<file path="config.mk">
export PLATFORM = sky130hd
export DESIGN_NAME = serial_transform_echo
export DESIGN_NICKNAME = d
export VERILOG_FILES = /design/src/rtl/serial_echo_pkg.sv /design/src/rtl/echo_sync_fifo.sv /design/src/rtl/serial_transform_echo.sv
export SDC_FILE = /design/constraint.sdc
export NUM_CORES = 1
export LEC_CHECK = 0
export BUFFER_PORTS_ARGS = -buffer_cell sky130_fd_sc_hd__clkbuf_2
export CORE_AREA = 2 2 147 149
export DETAILED_ROUTE_END_ITERATION = 16
export DIE_AREA = 0 0 149 151
export HOLD_SLACK_MARGIN = 0.1
export PLACE_DENSITY_LB_ADDON = 0.1
export SLEW_MARGIN = 15
export SYNTH_ARGS = -nofsm -noshare
export SYNTH_HDL_FRONTEND = slang
export SYNTH_SLANG_ARGS = --single-unit
</file>
<file path="constraint.sdc">
create_clock -name clk -period 5.3 [get_ports clk]
set_input_delay 0.53 -clock clk [delete_from_list [all_inputs] [get_ports clk]]
set_output_delay 0.53 -clock clk [all_outputs]
set_load 0.03 [all_outputs]
</file>
<file path="src/rtl/serial_echo_pkg.sv">
// Shared definitions for serial_transform_echo: transmit FSM encoding,
// transform mode constants and the word transform itself.
package serial_echo_pkg;

  typedef enum logic [1:0] {
    ST_IDLE  = 2'd0,
    ST_LOAD  = 2'd1,
    ST_REQ   = 2'd2,
    ST_DRAIN = 2'd3
  } tx_state_t;

  localparam int MODE_ECHO    = 0;
  localparam int MODE_ADD     = 1;
  localparam int MODE_INVERT  = 2;
  localparam int MODE_REVERSE = 3;

  localparam int XFORM_W = 64;

  // Works on a 64-bit carrier; only the low 'width' bits are meaningful, so
  // the add wraps modulo 2^width once the mask is applied.
  function automatic logic [XFORM_W-1:0] transform(
    input logic [XFORM_W-1:0] word,
    input int                 width,
    input int                 mode,
    input logic [XFORM_W-1:0] addend
  );
    logic [XFORM_W-1:0] mask;
    logic [XFORM_W-1:0] w;
    logic [XFORM_W-1:0] rev;
    logic [XFORM_W-1:0] r;
    mask = (width >= XFORM_W) ? '1 : ((XFORM_W'(1) << width) - XFORM_W'(1));
    w    = word & mask;
    rev  = {<<{w}};
    case (mode)
      MODE_ADD:     r = w + addend;
      MODE_INVERT:  r = ~w;
      MODE_REVERSE: r = rev >> (XFORM_W - width);
      default:      r = w;
    endcase
    return r & mask;
  endfunction

endpackage

</file>
<file path="src/rtl/echo_sync_fifo.sv">
// Synchronous FIFO with show-ahead read data, full/empty flags and fill level.
// A write while full is accepted only when a read happens in the same cycle.
module echo_sync_fifo #(
  parameter  int DATA_WIDTH = 8,
  parameter  int BUF_DEPTH  = 8,
  localparam int AW         = $clog2(BUF_DEPTH),
  localparam int LW         = AW + 1
) (
  input  logic                  clk,
  input  logic                  rst,
  input  logic                  wr_en,
  input  logic [DATA_WIDTH-1:0] wr_data,
  input  logic                  rd_en,
  output logic [DATA_WIDTH-1:0] rd_data,
  output logic                  full,
  output logic                  empty,
  output logic [LW-1:0]         level
);

  logic [DATA_WIDTH-1:0] mem [BUF_DEPTH];
  logic [AW-1:0]         wr_ptr;
  logic [AW-1:0]         rd_ptr;
  logic                  wr_ok;
  logic                  rd_ok;

  assign full    = (level == LW'(BUF_DEPTH));
  assign empty   = (level == '0);
  assign rd_ok   = rd_en && !empty;
  assign wr_ok   = wr_en && (!full || rd_ok);
  assign rd_data = mem[rd_ptr];

  always_ff @(posedge clk) begin
    if (wr_ok) mem[wr_ptr] <= wr_data;
  end

  // Pointers wrap naturally because the depth is a power of two.
  always_ff @(posedge clk) begin
    if (rst) begin
      wr_ptr <= '0;
      rd_ptr <= '0;
      level  <= '0;
    end else begin
      if (wr_ok) wr_ptr <= wr_ptr + AW'(1);
      if (rd_ok) rd_ptr <= rd_ptr + AW'(1);
      case ({wr_ok, rd_ok})
        2'b10:   level <= level + LW'(1);
        2'b01:   level <= level - LW'(1);
        default: ;
      endcase
    end
  end

endmodule

</file>
<file path="src/rtl/serial_transform_echo.sv">
// Echoes words from a serial core back to it through a FIFO and a transform.
// Define SERIAL_ECHO_STATS_EN to add saturating rx/tx/drop counters.
//
// state    | meaning
// ---------+--------------------------------------------------------------
// IDLE     | no session; waiting for a buffered word
// LOAD     | pop one word, register transformed tx_data, raise tx_data_ready
// REQ      | hold tx_data_ready until tx_data_copied or the copy timeout
// DRAIN    | wait for tx_busy low, then close the session
module serial_transform_echo
  import serial_echo_pkg::*;
#(
  parameter  int DATA_WIDTH      = 8,
  parameter  int BUF_DEPTH       = 8,
  parameter  int MODE            = 1,
  parameter  int ADD_VALUE       = 1,
  parameter  int LED_HOLD_CYCLES = 10000000,
  parameter  int COPY_TIMEOUT    = 65535,
  localparam int LW              = $clog2(BUF_DEPTH) + 1
) (
  input  logic                  clk,
  input  logic                  rst,
  input  logic                  rx_byte_received,
  input  logic [DATA_WIDTH-1:0] rx_data,
  output logic                  rx_read,
  output logic                  tx_transaction,
  output logic [DATA_WIDTH-1:0] tx_data,
  output logic                  tx_data_ready,
  input  logic                  tx_data_copied,
  input  logic                  tx_busy,
  output logic [LW-1:0]         buf_level,
  output logic                  overflow,
  output logic                  timeout_err,
`ifdef SERIAL_ECHO_STATS_EN
  output logic [15:0]           rx_count,
  output logic [15:0]           tx_count,
  output logic [15:0]           drop_count,
`endif
  output logic                  rx_led,
  output logic                  tx_led
);

  localparam int TO_W  = (COPY_TIMEOUT > 1) ? $clog2(COPY_TIMEOUT) : 1;
  localparam int LED_W = (LED_HOLD_CYCLES > 1) ? $clog2(LED_HOLD_CYCLES + 1) : 1;

  tx_state_t             state;
  logic [TO_W-1:0]       copy_timer;
  logic [LED_W-1:0]      rx_led_cnt;
  logic [LED_W-1:0]      tx_led_cnt;
  logic [DATA_WIDTH-1:0] fifo_rd_data;
  logic [DATA_WIDTH-1:0] xform_word;
  logic                  fifo_full;
  logic                  fifo_empty;
  logic                  pop;
  logic                  drop;

  assign pop  = (state == ST_LOAD);
  assign drop = rx_byte_received && fifo_full && !pop;

  assign xform_word = DATA_WIDTH'(transform(XFORM_W'(fifo_rd_data), DATA_WIDTH, MODE,
                                            XFORM_W'(ADD_VALUE)));

  echo_sync_fifo #(
    .DATA_WIDTH (DATA_WIDTH),
    .BUF_DEPTH  (BUF_DEPTH)
  ) u_fifo (
    .clk     (clk),
    .rst     (rst),
    .wr_en   (rx_byte_received),
    .wr_data (rx_data),
    .rd_en   (pop),
    .rd_data (fifo_rd_data),
    .full    (fifo_full),
    .empty   (fifo_empty),
    .level   (buf_level)
  );

  always_ff @(posedge clk) begin
    if (rst) begin
      rx_read  <= 1'b0;
      overflow <= 1'b0;
    end else begin
      rx_read <= rx_byte_received;
      if (drop) overflow <= 1'b1;
    end
  end

  always_ff @(posedge clk) begin
    if (rst) begin
      state          <= ST_IDLE;
      tx_transaction <= 1'b0;
      tx_data        <= '0;
      tx_data_ready  <= 1'b0;
      timeout_err    <= 1'b0;
      copy_timer     <= '0;
    end else begin
      case (state)
        ST_IDLE: begin
          if (!fifo_empty) begin
            tx_transaction <= 1'b1;
            state          <= ST_LOAD;
          end
        end
        ST_LOAD: begin
          tx_data       <= xform_word;
          tx_data_ready <= 1'b1;
          copy_timer    <= TO_W'(COPY_TIMEOUT - 1);
          state         <= ST_REQ;
        end
        ST_REQ: begin
          if (tx_data_copied) begin
            tx_data_ready <= 1'b0;
            state         <= ST_DRAIN;
          end else if (copy_timer == '0) begin
            // The popped word is abandoned; the core never latched it.
            tx_data_ready <= 1'b0;
            timeout_err   <= 1'b1;
            state         <= ST_DRAIN;
          end else begin
            copy_timer <= copy_timer - TO_W'(1);
          end
        end
        ST_DRAIN: begin
          if (!tx_busy) begin
            tx_transaction <= 1'b0;
            state          <= ST_IDLE;
          end
        end
        default: state <= ST_IDLE;
      endcase
    end
  end

  // Activity LEDs: a new event reloads the hold timer.
  always_ff @(posedge clk) begin
    if (rst) begin
      rx_led_cnt <= '0;
      tx_led_cnt <= '0;
    end else begin
      if (rx_byte_received)      rx_led_cnt <= LED_W'(LED_HOLD_CYCLES);
      else if (rx_led_cnt != '0) rx_led_cnt <= rx_led_cnt - LED_W'(1);
      if (pop)                   tx_led_cnt <= LED_W'(LED_HOLD_CYCLES);
      else if (tx_led_cnt != '0) tx_led_cnt <= tx_led_cnt - LED_W'(1);
    end
  end

  assign rx_led = (rx_led_cnt == '0);
  assign tx_led = (tx_led_cnt == '0);

`ifdef SERIAL_ECHO_STATS_EN
  logic push_ok;
  logic copy_seen;

  assign push_ok   = rx_byte_received && !drop;
  assign copy_seen = (state == ST_REQ) && tx_data_copied;

  always_ff @(posedge clk) begin
    if (rst) begin
      rx_count   <= '0;
      tx_count   <= '0;
      drop_count <= '0;
    end else begin
      if (push_ok && rx_count != 16'hFFFF)     rx_count   <= rx_count + 16'd1;
      if (copy_seen && tx_count != 16'hFFFF)   tx_count   <= tx_count + 16'd1;
      if (drop && drop_count != 16'hFFFF)      drop_count <= drop_count + 16'd1;
    end
  end
`endif

endmodule

</file>
==> results of run 1 <==
-- power by group through the flow --
stage / sequential, mW / combinational (mW) / clock [mW]
after floorplan: 1.69 / 1.25 / 0
after CTS: 1.68 / 1.57 / 1.25
final: 1.68 / 1.55 / 1.22
after detailed placement: 1.70 / 1.56 / 0
after global placement: 1.69 / 1.55 / 0
after global routing: 1.72 / 1.73 / 1.31
-- Yosys cell counts, types with 3 or more instances --
library cell,instances,area share
nand2_1,31,0.016
a2111oi_0,3,0.0036
and4_1,5,0.0060
mux2_2,5,0.0078
o21a_1,12,0.012
ha_1,17,0.029
inv_1,28,0.015
buf_1,6,0.0031
mux2i_1,7,0.0097
a311oi_1,4,0.0048
o31a_1,3,0.0036
mux4_2,16,0.050
nand4_1,6,0.0052
nor3_1,16,0.011
nor4_1,13,0.011
o31ai_1,11,0.011
o21ai_1,3,0.0021
xnor2_1,8,0.0097
and2_1,4,0.0035
or4_4,3,0.0047
nand3_1,8,0.0055
or4_1,15,0.016
a21oi_1,42,0.029
a31oi_1,17,0.015
o211ai_1,5,0.0052
buf_2,4,0.0028
edfxtp_1,64,0.27
nor2_1,59,0.031
or3_1,16,0.014
a31o_1,3,0.0036
and3_1,4,0.0035
xor2_1,17,0.021
nor3b_1,3,0.0031
nand2b_1,5,0.0043
a211oi_1,7,0.0073
clkbuf_1,19,0.0099
o21ai_0,19,0.013
or2_2,6,0.0052
dfxtp_1,92,0.25
nor4_4,3,0.0088
-- metrics by stage --
step | setup WS, ns | hold slack [ns] | area, sq um
after floorplan | 2.73 | 0.448 | 7240
after global placement | 2.30 | 0.465 | 7630
after detailed placement | 2.18 | 0.470 | 7630
after CTS | 2.08 | 0.370 | 8230
after global routing | 1.78 | 0.380 | 8230
final | 2.10 | 0.376 | 8230
-- sequential cells by signal, summed over array words and instances (netlist names), 3 cells and up, named ones only --
signal	flops
u_fifo.mem	64
rx_led_cnt	24
tx_led_cnt	24
copy_timer	16
tx_data	8
u_fifo.level	4
u_fifo.rd_ptr	3
u_fifo.wr_ptr	3
-- final cells by class --
class	instances	area, sq um	area share
flip-flops and latches	156	3760	0.457
multi-input cells	434	3220	0.392
clock buffers	17	425	0.0517
well taps	275	344	0.0418
repair buffers	35	185	0.0225
clock inverters	15	176	0.0214
inverters	30	113	0.0137
-- cells by family after synthesis --
family | synth area share
buffers and inverters | 0.0349
adder cells (fa/ha/maj) | 0.0321
AND/OR/NAND/NOR | 0.167
AO/OA/AOI/OAI | 0.149
multiplexers | 0.0672
XOR/XNOR | 0.0302
flip-flops | 0.520
-- routing by layer --
layer | up-vias | routed length (um)
met4 | 0 | 120
met3 | 6 | 538
met5 | - | 0
met2 | 77 | 7810
met1 | 2428 | 7360
li1 | 2532 | -
-- worst min path at each step --
stage | end | slack [ns] | start | depth (start not counted)
finish | u_fifo.mem[5][5] | 0.38 | rx_data[5] | 1
global route | rx_led_cnt[7] | 0.38 | rx_byte_received | 2
CTS | u_fifo.mem[5][5] | 0.37 | rx_data[5] | 1
detailed placement | timeout_err | 0.47 | timeout_err | 2
global placement | tx_led_cnt[21] | 0.47 | tx_led_cnt[21] | 2
floorplan | tx_led_cnt[21] | 0.45 | tx_led_cnt[21] | 2
-- worst max-delay path, stage by stage (launching register included) --
cell and delay, ns:
dfxtp_1 0.36, or4_4 0.57, or4_4 0.68, nor4_4 0.35
clkbuf_2 0.28
==> metrics.md, run 1 <==
| Metric | Value |
|---|---|
| Result of the run | `finished, final reports clean` |
| Ratio of cells with drive above 1 in the final layout | `0.166` |
| Setup TNS Final | `0 ns` |
| Worst-case headroom to the max-slew limit | `0.338` |
| Global-route wire length before repair | `25700 um` |
| Int Power | `approximately 2.7 mW` |
| Most common library cell in the layout ignoring fill and taps | `dfxtp_1` |
| Chip height | `between 150 and 200 um` |
| CTS clk-pin slew, worst paths | `approximately 0.080 ns` |
| YS warnings | `0` |
| Number of standard cells in the final layout excluding fillers | `about 960` |
| Routed length per placed instance | `between 15 and 20 um` |
| CTS Hold Bufs | `0` |
| Clock buffer depth | `2` |
| Area of the core | `0.0208 sq mm` |
| Worst IR drop on VDD | `0.000235 V` |
| Clk root buf | `clkbuf_16` |
| Sequential-to-total area share from yosys stat | `0.520` |
| Reported leakage power | `2.87 nW` |
| Commonest cells after routing, fill and taps aside | `dfxtp_1 (92), edfxtp_1 (64), nor2_1 (59)` |
| Mean instance size in the synthesized netlist | `11.1 sq um` |
| IO buf count | `31` |
| Count of fill cells added during filler insertion | `a little over 2000` |
| Clock period minus final worst setup slack | `3.20 ns` |
| Predominant post-synthesis flop cell | `dfxtp_1` |
| Layout net count | `~710` |
| Global Route Usage Sum | `0.147` |
| Largest net degree at the start of global routing | `57` |
| Met1 usage in global routing | `0.190` |
| Total instance count after detailed placement | `just over 900` |
| Insertion delay to the later sink of the worst-skew pair | `0.43 ns` |
| Slew of the pin with the lowest slew margin | `0.992 ns` |
| Critical Path RT | `4.77 ns` |
| Cells after Synth | `651` |
| Number of max-cap violations | `0` |
| Source of the worst register-to-register timing path | `state[1]` |
| Diodes inserted | `0` |
| GP Congestion | `0.743` |
| Hold Crit Class | `input pin to flop` |
| Endpoint of the most critical register-to-register path | `u_fifo.level[3]` |
| CP endpoint kind | `output port` |
| Tcrit/Tclk final | `0.604` |
| Starting density of the core | `0.348` |
| Post-route clock skew | `0.0174 ns` |
| Data arrival time of the worst path | `between 2 and 3 ns` |
| Maximum net fanout on the critical path | `14` |
| Critical path endpoint | `tx_led` |
| Final standard cell utilization of the core | `0.395` |
| Setup slack on the worst flop-to-flop path | `between 2 and 2.5 ns` |
| Clk sink count | `156` |
| Antenna violations before repair | `0` |
| Count of final hold-check violations | `0` |
| Area enclosed by the die boundary | `0.0225 sq mm` |
| Overall via count from detail_route | `approximately 5000` |
| Total setup violations reported at the end of the flow | `0` |
| Post-synthesis net count | `682` |
| Post-synth design cell area | `between 0.007 and 0.008 sq mm` |
| Power, Total | `between 4 and 5 mW` |
| Max frequency | `between 300 and 400 MHz` |
| Number of global-route vias before repair | `4817` |
| Grt ovf | `0` |
| Iteration-0 DRC Markers | `267` |
| Final number of max-transition violations | `0` |
| EDFF count, synth | `64` |
| Setup repair after global routing missed its margin | `false` |
| Share of synthesized registers carrying an async set or reset | `0` |
| Number of H-tree branching levels | `4` |
| Synthesis-stage register bit count | `156` |
| Synth unique cells | `71` |
| Combinational share of power | `0.349` |
| Met2 GRT Util | `0.248` |
| Row Count | `53` |
| Routed wire length | `15800 um` |
| Share of total power in sequential cells | `0.377` |
| Type of origin of the critical path | `flop` |
| Switch Pwr | `1.77 mW` |
| Clock tree from TritonCTS | `built` |
| Clock network power share | `0.274` |
| Post-cts repair resize count | `0` |
| Count of boundary I/O pins | `32` |
| Clock buffers created by TritonCTS | `17` |
| Length in cells of the worst reg-to-reg path | `12` |
| Vias per std cell | `5.24` |
| Most Crowded Layer GR | `met2` |
| Detailed Routing Iterations Pass 1 | `4` |
| Start point of the critical path | `tx_led_cnt[16]` |
| Layout area overhead | `13.7%` |
| Count of nets left with antenna violations after detail routing | `0` |
| Sw frac | `0.397` |
| Setup CP Type | `flop to output port` |
| Met3 usage in global routing | `0.0316` |
| Pwr dens | `541 mW/mm^2` |
| Buffer count from post-CTS setup fixing | `0` |
| DIE WIDTH | `about 150 um` |
| DRC viols | `0` |
| Final HPWL from detailed placement | `10600 um` |
(Power assumes the default switching activity.)
==> run 2, diff against run 1 <==
--- a/config.mk
+++ b/config.mk
@@ -5,10 +5,11 @@
 export SDC_FILE = /design/constraint.sdc
 export NUM_CORES = 1
 export LEC_CHECK = 0
+export ABC_AREA = 1
 export BUFFER_PORTS_ARGS = -buffer_cell sky130_fd_sc_hd__clkbuf_2
-export CORE_AREA = 2 2 147 149
+export CORE_AREA = 2 2 153 155
 export DETAILED_ROUTE_END_ITERATION = 16
-export DIE_AREA = 0 0 149 151
+export DIE_AREA = 0 0 155 157
 export HOLD_SLACK_MARGIN = 0.1
 export PLACE_DENSITY_LB_ADDON = 0.1
 export SLEW_MARGIN = 15
==> constraint.sdc (replaced) <==
create_clock -name clk -period 3.2 [get_ports clk]
set_input_delay 0.32 -clock clk [delete_from_list [all_inputs] [get_ports clk]]
set_output_delay 0.32 -clock clk [all_outputs]
set_load 0.03 [all_outputs]
==> run 2 against run 1 <==
Net effect:
- sequential share of layout area is 3.3 points lower
- synthesized cell count up 54%
- die area rose by 8.2%
- sequential power is 70% higher
- combinational power increased by 130%
- highest routed layer unchanged
==> metrics.md, run 2 <==
| Metric | Value |
|---|---|
| Clock period minus final worst setup slack | `2.37 ns` |
| Routed length on met3 | `614 um (was 538 um)` |
| CP Cell Sequence | `inv_1 -> nor4_1 -> nand2_1 -> nand2_1 -> ha_1 -> ha_1 -> a21oi_1 -> nand2_1 -> a21oi_1 -> o21ai_0 -> o21ai_0 -> a21oi_1 (was or4_4 -> or4_4 -> nor4_4 -> clkbuf_2)` |
| Int Power | `4.84 mW (was 2.69 mW)` |
| Antenna violations before repair | `0 (unchanged)` |
| Maximum net fanout on the critical path | `6 (was 14)` |
| Setup slack on the worst flop-to-flop path | `0.83 ns (was 2.14 ns)` |
| Buffer count from post-CTS setup fixing | `0 (unchanged)` |
| Number of H-tree branching levels | `4 (unchanged)` |
| Count of fill cells added during filler insertion | `2327 (was 2036)` |
| Global Route Usage Sum | `0.163 (was 0.147)` |
| Starting density of the core | `0.348 (about the same)` |
| Count of boundary I/O pins | `32 (unchanged)` |
| Endpoint of the most critical register-to-register path | `u_fifo.level[3] (unchanged)` |
| Vias per std cell | `4.67 (was 5.24)` |
| Number of max-cap violations | `0 (unchanged)` |
| Setup CP Type | `flop to flop (was flop to output port)` |
| Chip height | `157 um (was 151 um)` |
| Worst-case headroom to the max-slew limit | `0.612 (was 0.338)` |
| Cell types with the highest counts after synthesis | `nand2_1 (239), nor2_1 (152), inv_1 (122), dfxtp_1 (92), nand3_1 (80) (was dfxtp_1 (92), edfxtp_1 (64), nor2_1 (59), a21oi_1 (42), nand2_1 (31))` |
| Clock tree from TritonCTS | `built (unchanged)` |
| Pwr dens | `952 mW/mm^2 (was 541 mW/mm^2)` |
| Uppermost metal layer occupied by signal nets | `met4 (unchanged)` |
| EDFF count, synth | `64 (unchanged)` |
| Synth unique cells | `44 (was 71)` |
| Source of the worst register-to-register timing path | `u_fifo.level[3] (was state[1])` |
| Type of origin of the critical path | `flop (unchanged)` |
| Post-cts repair resize count | `0 (unchanged)` |
| Multi-input gate area | `0.00342 sq mm (was 0.00322 sq mm)` |
| Worst IR drop on VDD | `0.000394 V (was 0.000235 V)` |
| Most common library cell in the layout ignoring fill and taps | `nand2_1 (was dfxtp_1)` |
| Min-delay src | `rx_byte_received (was rx_data[5])` |
| Count of nets left with antenna violations after detail routing | `0 (unchanged)` |
| Clock buffer depth | `2 (unchanged)` |
| Top cells by area in the synthesized netlist | `edfxtp_1 (25%), dfxtp_1 (24%), nand2_1 (11%), nor2_1 (7.3%), inv_1 (5.9%) (was edfxtp_1 (27%), dfxtp_1 (25%), mux4_2 (5.0%), nor2_1 (3.1%), ha_1 (2.9%))` |
| Post-synth design cell area | `0.00783 sq mm (was 0.00724 sq mm)` |
| Register with the most flip-flops | `u_fifo.mem (unchanged)` |
| GP Congestion | `0.866 (was 0.743)` |
| Clk root buf | `clkbuf_16 (unchanged)` |
| Layout net count | `1075 (was 705)` |
| Total setup violations reported at the end of the flow | `0 (unchanged)` |
| Setup TNS Final | `0 ns (unchanged)` |
| Top Family by Delay on Critical Path | `simple AND/OR/NAND/NOR gates (unchanged)` |
| Global-route wire length before repair | `31000 um (was 25700 um)` |
| CTS clk-pin slew, worst paths | `0.06 ns (was 0.08 ns)` |
| Slew of the pin with the lowest slew margin | `0.578 ns (was 0.992 ns)` |
| Final standard cell utilization of the core | `0.394 (was 0.395)` |
| Post-synthesis cell type with the largest combined area | `edfxtp_1 (unchanged)` |
| Switch Pwr | `3.60 mW (was 1.77 mW)` |
| Post-synth top area share | `0.246 (was 0.265)` |
| Clock network power share | `0.234 (was 0.274)` |
| Routed wire length | `18700 um (was 15800 um)` |
| Commonest cells after routing, fill and taps aside | `nand2_1 (239), nor2_1 (152), inv_1 (122) (was dfxtp_1 (92), edfxtp_1 (64), nor2_1 (59))` |
| DIE WIDTH | `155 um (was 149 um)` |
| Detailed Routing Iterations Pass 1 | `5 (was 4)` |
| Overall via count from detail_route | `6268 (was 5043)` |
| Clk sink count | `156 (unchanged)` |
| Combinational share of power | `0.429 (was 0.349)` |
| Wire length the detailed router placed on met1 | `9520 um (was 7360 um)` |
| Area of the core | `0.0225 sq mm (was 0.0208 sq mm)` |
| Routed length per placed instance | `14.0 um (was 16.5 um)` |
| Insertion delay to the later sink of the worst-skew pair | `0.42 ns (was 0.43 ns)` |
| Iteration-0 DRC Markers | `296 (was 267)` |
| Power, Total | `8.44 mW (was 4.45 mW)` |
| Data arrival time of the worst path | `2.68 ns (was 2.67 ns)` |
| Result of the run | `finished, final reports clean (unchanged)` |
| Grt ovf | `0 (unchanged)` |
| Tcrit/Tclk final | `0.742` |
| Critical Path RT | `3.50 ns (was 4.77 ns)` |
| Largest net degree at the start of global routing | `29 (was 57)` |
| Registers with the highest flip-flop counts | `u_fifo.mem x64, rx_led_cnt x24, tx_led_cnt x24 (unchanged)` |
| Worst path slowest cell | `dfxtp_1 (was or4_4)` |
| Met2 WL | `8400 um (was 7810 um)` |
| Post-route clock skew | `0.00842 ns (was 0.0174 ns)` |
| DRC viols | `0 (unchanged)` |
| Post-synthesis net count | `1035 (was 682)` |
| Share of synthesized registers carrying an async set or reset | `0 (unchanged)` |
| Sequential-to-total area share from yosys stat | `0.481 (was 0.520)` |
| Sw frac | `0.427 (was 0.397)` |
| Layout area overhead | `13.3% (was 13.7%)` |
| Reported leakage power | `3.88 nW (was 2.87 nW)` |
| YS warnings | `0 (unchanged)` |
| Count of final hold-check violations | `0 (unchanged)` |
| Hold Crit Class | `input pin to flop (unchanged)` |
| Final number of max-transition violations | `0 (unchanged)` |
| CTS Hold Bufs | `0 (unchanged)` |
| Area enclosed by the die boundary | `0.0243 sq mm (was 0.0225 sq mm)` |
| Length in cells of the worst reg-to-reg path | `12 (unchanged)` |
| Cells after Synth | `1004 (was 651)` |
| Share of total power in sequential cells | `0.337 (was 0.377)` |
| Predominant post-synthesis flop cell | `dfxtp_1 (unchanged)` |
| IO buf count | `31 (unchanged)` |
| Worst hold path stage count | `2 (was 1)` |
| Number of global-route vias before repair | `6006 (was 4817)` |
| Max reg flops | `64 (unchanged)` |
| Crit path buf inv count | `1 (unchanged)` |
| Longest individual stage delay on the worst path | `0.34 ns (was 0.68 ns)` |
| Clock buffers created by TritonCTS | `17 (unchanged)` |
| Sequential cell area | `0.00376 sq mm (unchanged)` |
| Ratio of cells with drive above 1 in the final layout | `0.100 (was 0.166)` |
| Mean instance size in the synthesized netlist | `7.79 sq um (was 11.1 sq um)` |
| Setup repair after global routing missed its margin | `false (unchanged)` |
| Endpoint with the worst hold slack | `rx_led_cnt[19] (was u_fifo.mem[5][5])` |
| CP endpoint kind | `flop (was output port)` |
| Row Count | `55 (was 53)` |
| Final HPWL from detailed placement | `13200 um (was 10600 um)` |
| Synthesis-stage register bit count | `156 (unchanged)` |
| Most frequent cell after synthesis | `nand2_1 (was dfxtp_1)` |
| Max frequency | `between 400 and 500 MHz` |
| Diodes inserted | `0 (unchanged)` |
==> run 2: cell count changes after synthesis, moves of 15 or more <==
cell / change
nor2_1: +93
nand2_1: +208
mux4_2: -16
or4_1: -15
or3_1: -16
a31oi_1: -16
inv_1: +94
nand3_1: +72
==> run 2: metal layers <==
| metal | vias up | GRT usage |
|---|---|---|
| li1 | 3317 | - |
| met1 | 2845 | 0.223 |
| met2 | 93 | 0.262 |
| met3 | 13 | 0.0333 |
| met4 | 0 | 0.0445 |
| met5 | - | 0 |
==> run 2: layout make-up <==
| cell class | count | area share |
|---|---|---|
| repair buffers | 46 | 0.0302 |
| inverters | 128 | 0.0549 |
| clock buffers | 21 | 0.0508 |
| clock inverters | 11 | 0.0137 |
| multi-input cells | 695 | 0.386 |
| well taps | 285 | 0.0402 |
| flip-flops and latches | 156 | 0.424 |
==> run 2: stage by stage <==
| stage | instances | hold WS [ns] | area [sq um] | worst slack [ns] |
|---|---|---|---|---|
| 3_5_place_dp | 1310 | 0.454 | 8300 | 0.850 |
| 4_1_cts | 1342 | 0.170 | 8870 | 0.821 |
| 2_1_floorplan | 1004 | 0.419 | 7830 | 0.841 |
| 3_3_place_gp | 1310 | 0.448 | 8300 | 0.848 |
| 5_1_grt | 1342 | 0.190 | 8870 | 0.590 |
| 6_report | 1342 | 0.178 | 8870 | 0.826 |
==> run 2: cells by family (layout without fill, tap and decap cells) <==
family / after synthesis / count (layout) / share of synthesized area
xor+xnor: 34 / 34 / 0.0381
compound gates: 112 / 112 / 0.0817
simple gates: 531 / 531 / 0.288
fa+ha+maj: 18 / 18 / 0.0297
flops: 156 / 156 / 0.481
buf+inv: 153 / 206 / 0.0819
==> run 2: power groups by stage <==
stage / combinational, mW / sequential, mW / clock [mW]
floorplan: 2.75 / 2.90 / 0
global placement: 3.64 / 2.89 / 0
detailed placement: 3.62 / 2.88 / 0
CTS: 3.65 / 2.85 / 2.03
global route: 4.18 / 2.91 / 2.11
finish: 3.63 / 2.85 / 1.97
==> run 2: worst max-delay path by stage <==
stage | start | end | slack, ns | depth (start not counted)
after detailed placement | rst | rx_led_cnt[2] | 0.85 | 4
after floorplan | u_fifo.level[3] | u_fifo.level[3] | 0.84 | 12
after global routing | u_fifo.level[3] | u_fifo.level[3] | 0.59 | 12
after CTS | state[1] | u_fifo.level[3] | 0.82 | 12
after global placement | u_fifo.level[3] | u_fifo.level[3] | 0.85 | 12
final | u_fifo.level[3] | u_fifo.level[3] | 0.83 | 12
==> run 2: worst reg2reg max path: stages, from the launching register on <==
cell     delay, ns
dfxtp_1       0.34
inv_1         0.10
nor4_1        0.34
nand2_1       0.08
nand2_1       0.17
ha_1          0.27
ha_1          0.30
a21oi_1       0.16
nand2_1       0.07
a21oi_1       0.11
o21ai_0       0.11
o21ai_0       0.17
a21oi_1       0.05
==> run 3, diff against run 2 <==
==> constraint.sdc (replaced) <==
create_clock -name clk -period 1.96 [get_ports clk]
set_input_delay 0.196 -clock clk [delete_from_list [all_inputs] [get_ports clk]]
set_output_delay 0.196 -clock clk [all_outputs]
set_load 0.03 [all_outputs]
==> run 3 against run 2 <==
Net effect:
- flip-flop and latch count stayed put
- power is 74% higher
- maximum frequency is 25% higher
- combinational power is 81% higher
- first-iteration DRC count is 9.8% higher
- die area stayed put
- critical path depth stayed put
- critical path type unchanged
- hold slack worse by 0.061 ns
- register-to-register slack worse by 0.77 ns
==> metrics.md, run 3 (synthesis results as in run 2) <==
| Metric | Value |
|---|---|
| DIE WIDTH | `155 um (unchanged)` |
| Count of final hold-check violations | `0 (unchanged)` |
| Number of global-route vias before repair | `6246 (was 6006)` |
| IO buf count | `31 (unchanged)` |
| Clock period minus final worst setup slack | `1.90 ns (was 2.37 ns)` |
| Total setup violations reported at the end of the flow | `0 (unchanged)` |
| Chip height | `157 um (unchanged)` |
| Area of the core | `0.0225 sq mm (unchanged)` |
| Count of fill cells added during filler insertion | `2327 (unchanged)` |
| Clk root buf | `clkbuf_16 (unchanged)` |
| Type of origin of the critical path | `flop (unchanged)` |
| Worst-case headroom to the max-slew limit | `0.632 (was 0.612)` |
| Global Route Usage Sum | `0.166 (was 0.163)` |
| Reported leakage power | `4.14 nW (was 3.88 nW)` |
| Final number of max-transition violations | `0 (unchanged)` |
| Count of boundary I/O pins | `32 (unchanged)` |
| CP Cell Sequence | `inv_2 -> nor4_4 -> nand2_1 -> nand2_2 -> ha_4 -> ha_4 -> a21oi_2 -> nand2_1 -> a21oi_2 -> o21ai_1 -> o21ai_1 -> a21oi_1 (was inv_1 -> nor4_1 -> nand2_1 -> nand2_1 -> ha_1 -> ha_1 -> a21oi_1 -> nand2_1 -> a21oi_1 -> o21ai_0 -> o21ai_0 -> a21oi_1)` |
| Worst hold slack | `0.116 ns (was 0.178 ns)` |
| Setup slack on the worst flop-to-flop path | `0.06 ns (was 0.83 ns)` |
| Row Count | `55 (unchanged)` |
| Routed length per placed instance | `13.8 um (was 14.0 um)` |
| Clk sink count | `156 (unchanged)` |
| Vias per std cell | `4.68 (was 4.67)` |
| Maximum net fanout on the critical path | `4 (was 6)` |
| Most common library cell in the layout ignoring fill and taps | `nand2_1 (unchanged)` |
| Critical Path RT | `2.26 ns (was 3.50 ns)` |
| Count of nets left with antenna violations after detail routing | `0 (unchanged)` |
| Overall via count from detail_route | `6500 (was 6268)` |
| Slew of the pin with the lowest slew margin | `0.550 ns (was 0.578 ns)` |
| Clock buffers created by TritonCTS | `17 (unchanged)` |
| Endpoint of the most critical register-to-register path | `u_fifo.level[3] (unchanged)` |
| Final standard cell utilization of the core | `0.421 (was 0.394)` |
| Layout net count | `1124 (was 1075)` |
| Length in cells of the worst reg-to-reg path | `12 (unchanged)` |
| Worst path slowest cell | `dfxtp_4 (was dfxtp_1)` |
| CP endpoint kind | `flop (unchanged)` |
| Antenna violations before repair | `0 (unchanged)` |
| Hold Crit Class | `input pin to flop (unchanged)` |
| Min-delay src | `rx_data[7] (was rx_byte_received)` |
| Iteration-0 DRC Markers | `325 (was 296)` |
| Number of max-cap violations | `0 (unchanged)` |
| Worst IR drop on VDD | `0.000730 V (was 0.000394 V)` |
| Final HPWL from detailed placement | `14100 um (was 13200 um)` |
| Max frequency | `525 MHz (was 421 MHz)` |
| Insertion delay to the later sink of the worst-skew pair | `0.42 ns (about the same)` |
| Area enclosed by the die boundary | `0.0243 sq mm (unchanged)` |
| Layout area overhead | `21.2% (was 13.3%)` |
| Starting density of the core | `0.348 (unchanged)` |
| Clock buffer depth | `2 (unchanged)` |
| Clock tree from TritonCTS | `built (unchanged)` |
| Grt ovf | `0 (unchanged)` |
| Pwr dens | `1550 mW/mm^2 (was 952 mW/mm^2)` |
| Setup CP Type | `flop to flop (unchanged)` |
| Registers with the highest flip-flop counts | `u_fifo.mem x64, rx_led_cnt x24, tx_led_cnt x24 (unchanged)` |
| Number of standard cells in the final layout excluding fillers | `1390 (was 1342)` |
| DRC viols | `0 (unchanged)` |
| Ratio of cells with drive above 1 in the final layout | `0.166 (was 0.100)` |
| Max reg flops | `64 (unchanged)` |
| Post-route clock skew | `0.00835 ns (was 0.00842 ns)` |
| Setup TNS Final | `0 ns (unchanged)` |
| Data arrival time of the worst path | `2.21 ns (was 2.68 ns)` |
| Largest net degree at the start of global routing | `29 (unchanged)` |
| Longest individual stage delay on the worst path | `0.34 ns (about the same)` |
| Setup repair after global routing missed its margin | `true (was false)` |
| Diodes inserted | `0 (unchanged)` |
| Number of H-tree branching levels | `4 (unchanged)` |
| Register with the most flip-flops | `u_fifo.mem (unchanged)` |
| Routed wire length | `19200 um (was 18700 um)` |
| Worst hold path stage count | `1 (was 2)` |
| Endpoint with the worst hold slack | `u_fifo.mem[4][7] (was rx_led_cnt[19])` |
| Detailed Routing Iterations Pass 1 | `5 (unchanged)` |
| Commonest cells after routing, fill and taps aside | `nand2_1 (238), nor2_1 (145), inv_1 (116) (was nand2_1 (239), nor2_1 (152), inv_1 (122))` |
| Tcrit/Tclk final | `0.971 (was 0.742)` |
| GP Congestion | `0.872 (was 0.866)` |
| Result of the run | `finished, final reports clean (unchanged)` |
| CTS clk-pin slew, worst paths | `0.07 ns (was 0.06 ns)` |
| Total instance count after detailed placement | `1343 (was 1310)` |
| Global-route wire length before repair | `31800 um (was 31000 um)` |
| Source of the worst register-to-register timing path | `u_fifo.level[3] (unchanged)` |
[run 3: final cells by class]
cell class	count	area [sq um]	share of cell area
Clock buffer	18	429	0.0453
Tap cell	285	357	0.0376
Multi-Input combinational cell	695	3560	0.376
Clock inverter	13	191	0.0202
Timing Repair Buffer	95	683	0.0720
Sequential cell	156	3770	0.398
Inverter	128	487	0.0513
[run 3: worst max-delay path, delay by kind of cell (launching register included)]
kind,cells,cell delay [ns]
AOI/OAI and AO/OA,5,0.49
adders and majority gates,2,0.37
and+or+nand+nor,4,0.55
DFF,1,0.34
buffers and inverters,1,0.04
[run 3: metrics by stage]
stage / power [mW] / setup slack, ns / instance area [sq um]
2_1_floorplan: 9.34 / -0.00314 / 7910
3_3_place_gp: 11.1 / 0.0584 / 8630
5_1_grt: 16.0 / -0.177 / 9480
4_1_cts: 14.7 / -0.0266 / 9370
3_5_place_dp: 11.1 / 0.0715 / 8630
6_report: 14.7 / 0.0569 / 9480
[run 3: power by group]
part	total, mW	switching [mW]	internal [mW]
combinational	6.56	4.13	2.43
sequential	4.62	0.591	4.03
clock	3.50	1.37	2.14
[run 3: worst max path at each step]
stage	from	end	slack (ns)	cells past startpoint
3_5_place_dp	state[1]	u_fifo.level[3]	0.07	13
5_1_grt	u_fifo.level[3]	u_fifo.level[3]	-0.18	12
4_1_cts	rx_led_cnt[13]	rx_led	-0.03	6
3_3_place_gp	state[1]	u_fifo.level[3]	0.06	13
6_report	u_fifo.level[3]	u_fifo.level[3]	0.06	12
2_1_floorplan	state[1]	u_fifo.level[3]	-0.003	13
[run 3: repair_timing]
item / in CTS / in global routing
endpoints found under the hold margin: 29 / 0
buffers inserted: 5 / 5
setup endpoints to repair: 1 / 15
hold buffers: 6 / 0
resized for setup: 7 / 27
pin swaps: 3 / 8
[run 3: per-layer routing]
| layer | global-route usage | wire length, um | part of all wire | vias to the layer above |
|---|---|---|---|---|
| li1 | - | - | - | 3422 |
| met1 | 0.225 | 9620 | 0.50 | 2999 |
| met2 | 0.268 | 8900 | 0.46 | 71 |
| met3 | 0.0358 | 569 | 0.030 | 8 |
| met4 | 0.0437 | 129 | 0.0067 | 0 |
| met5 | 0 | 0 | 0 | - |
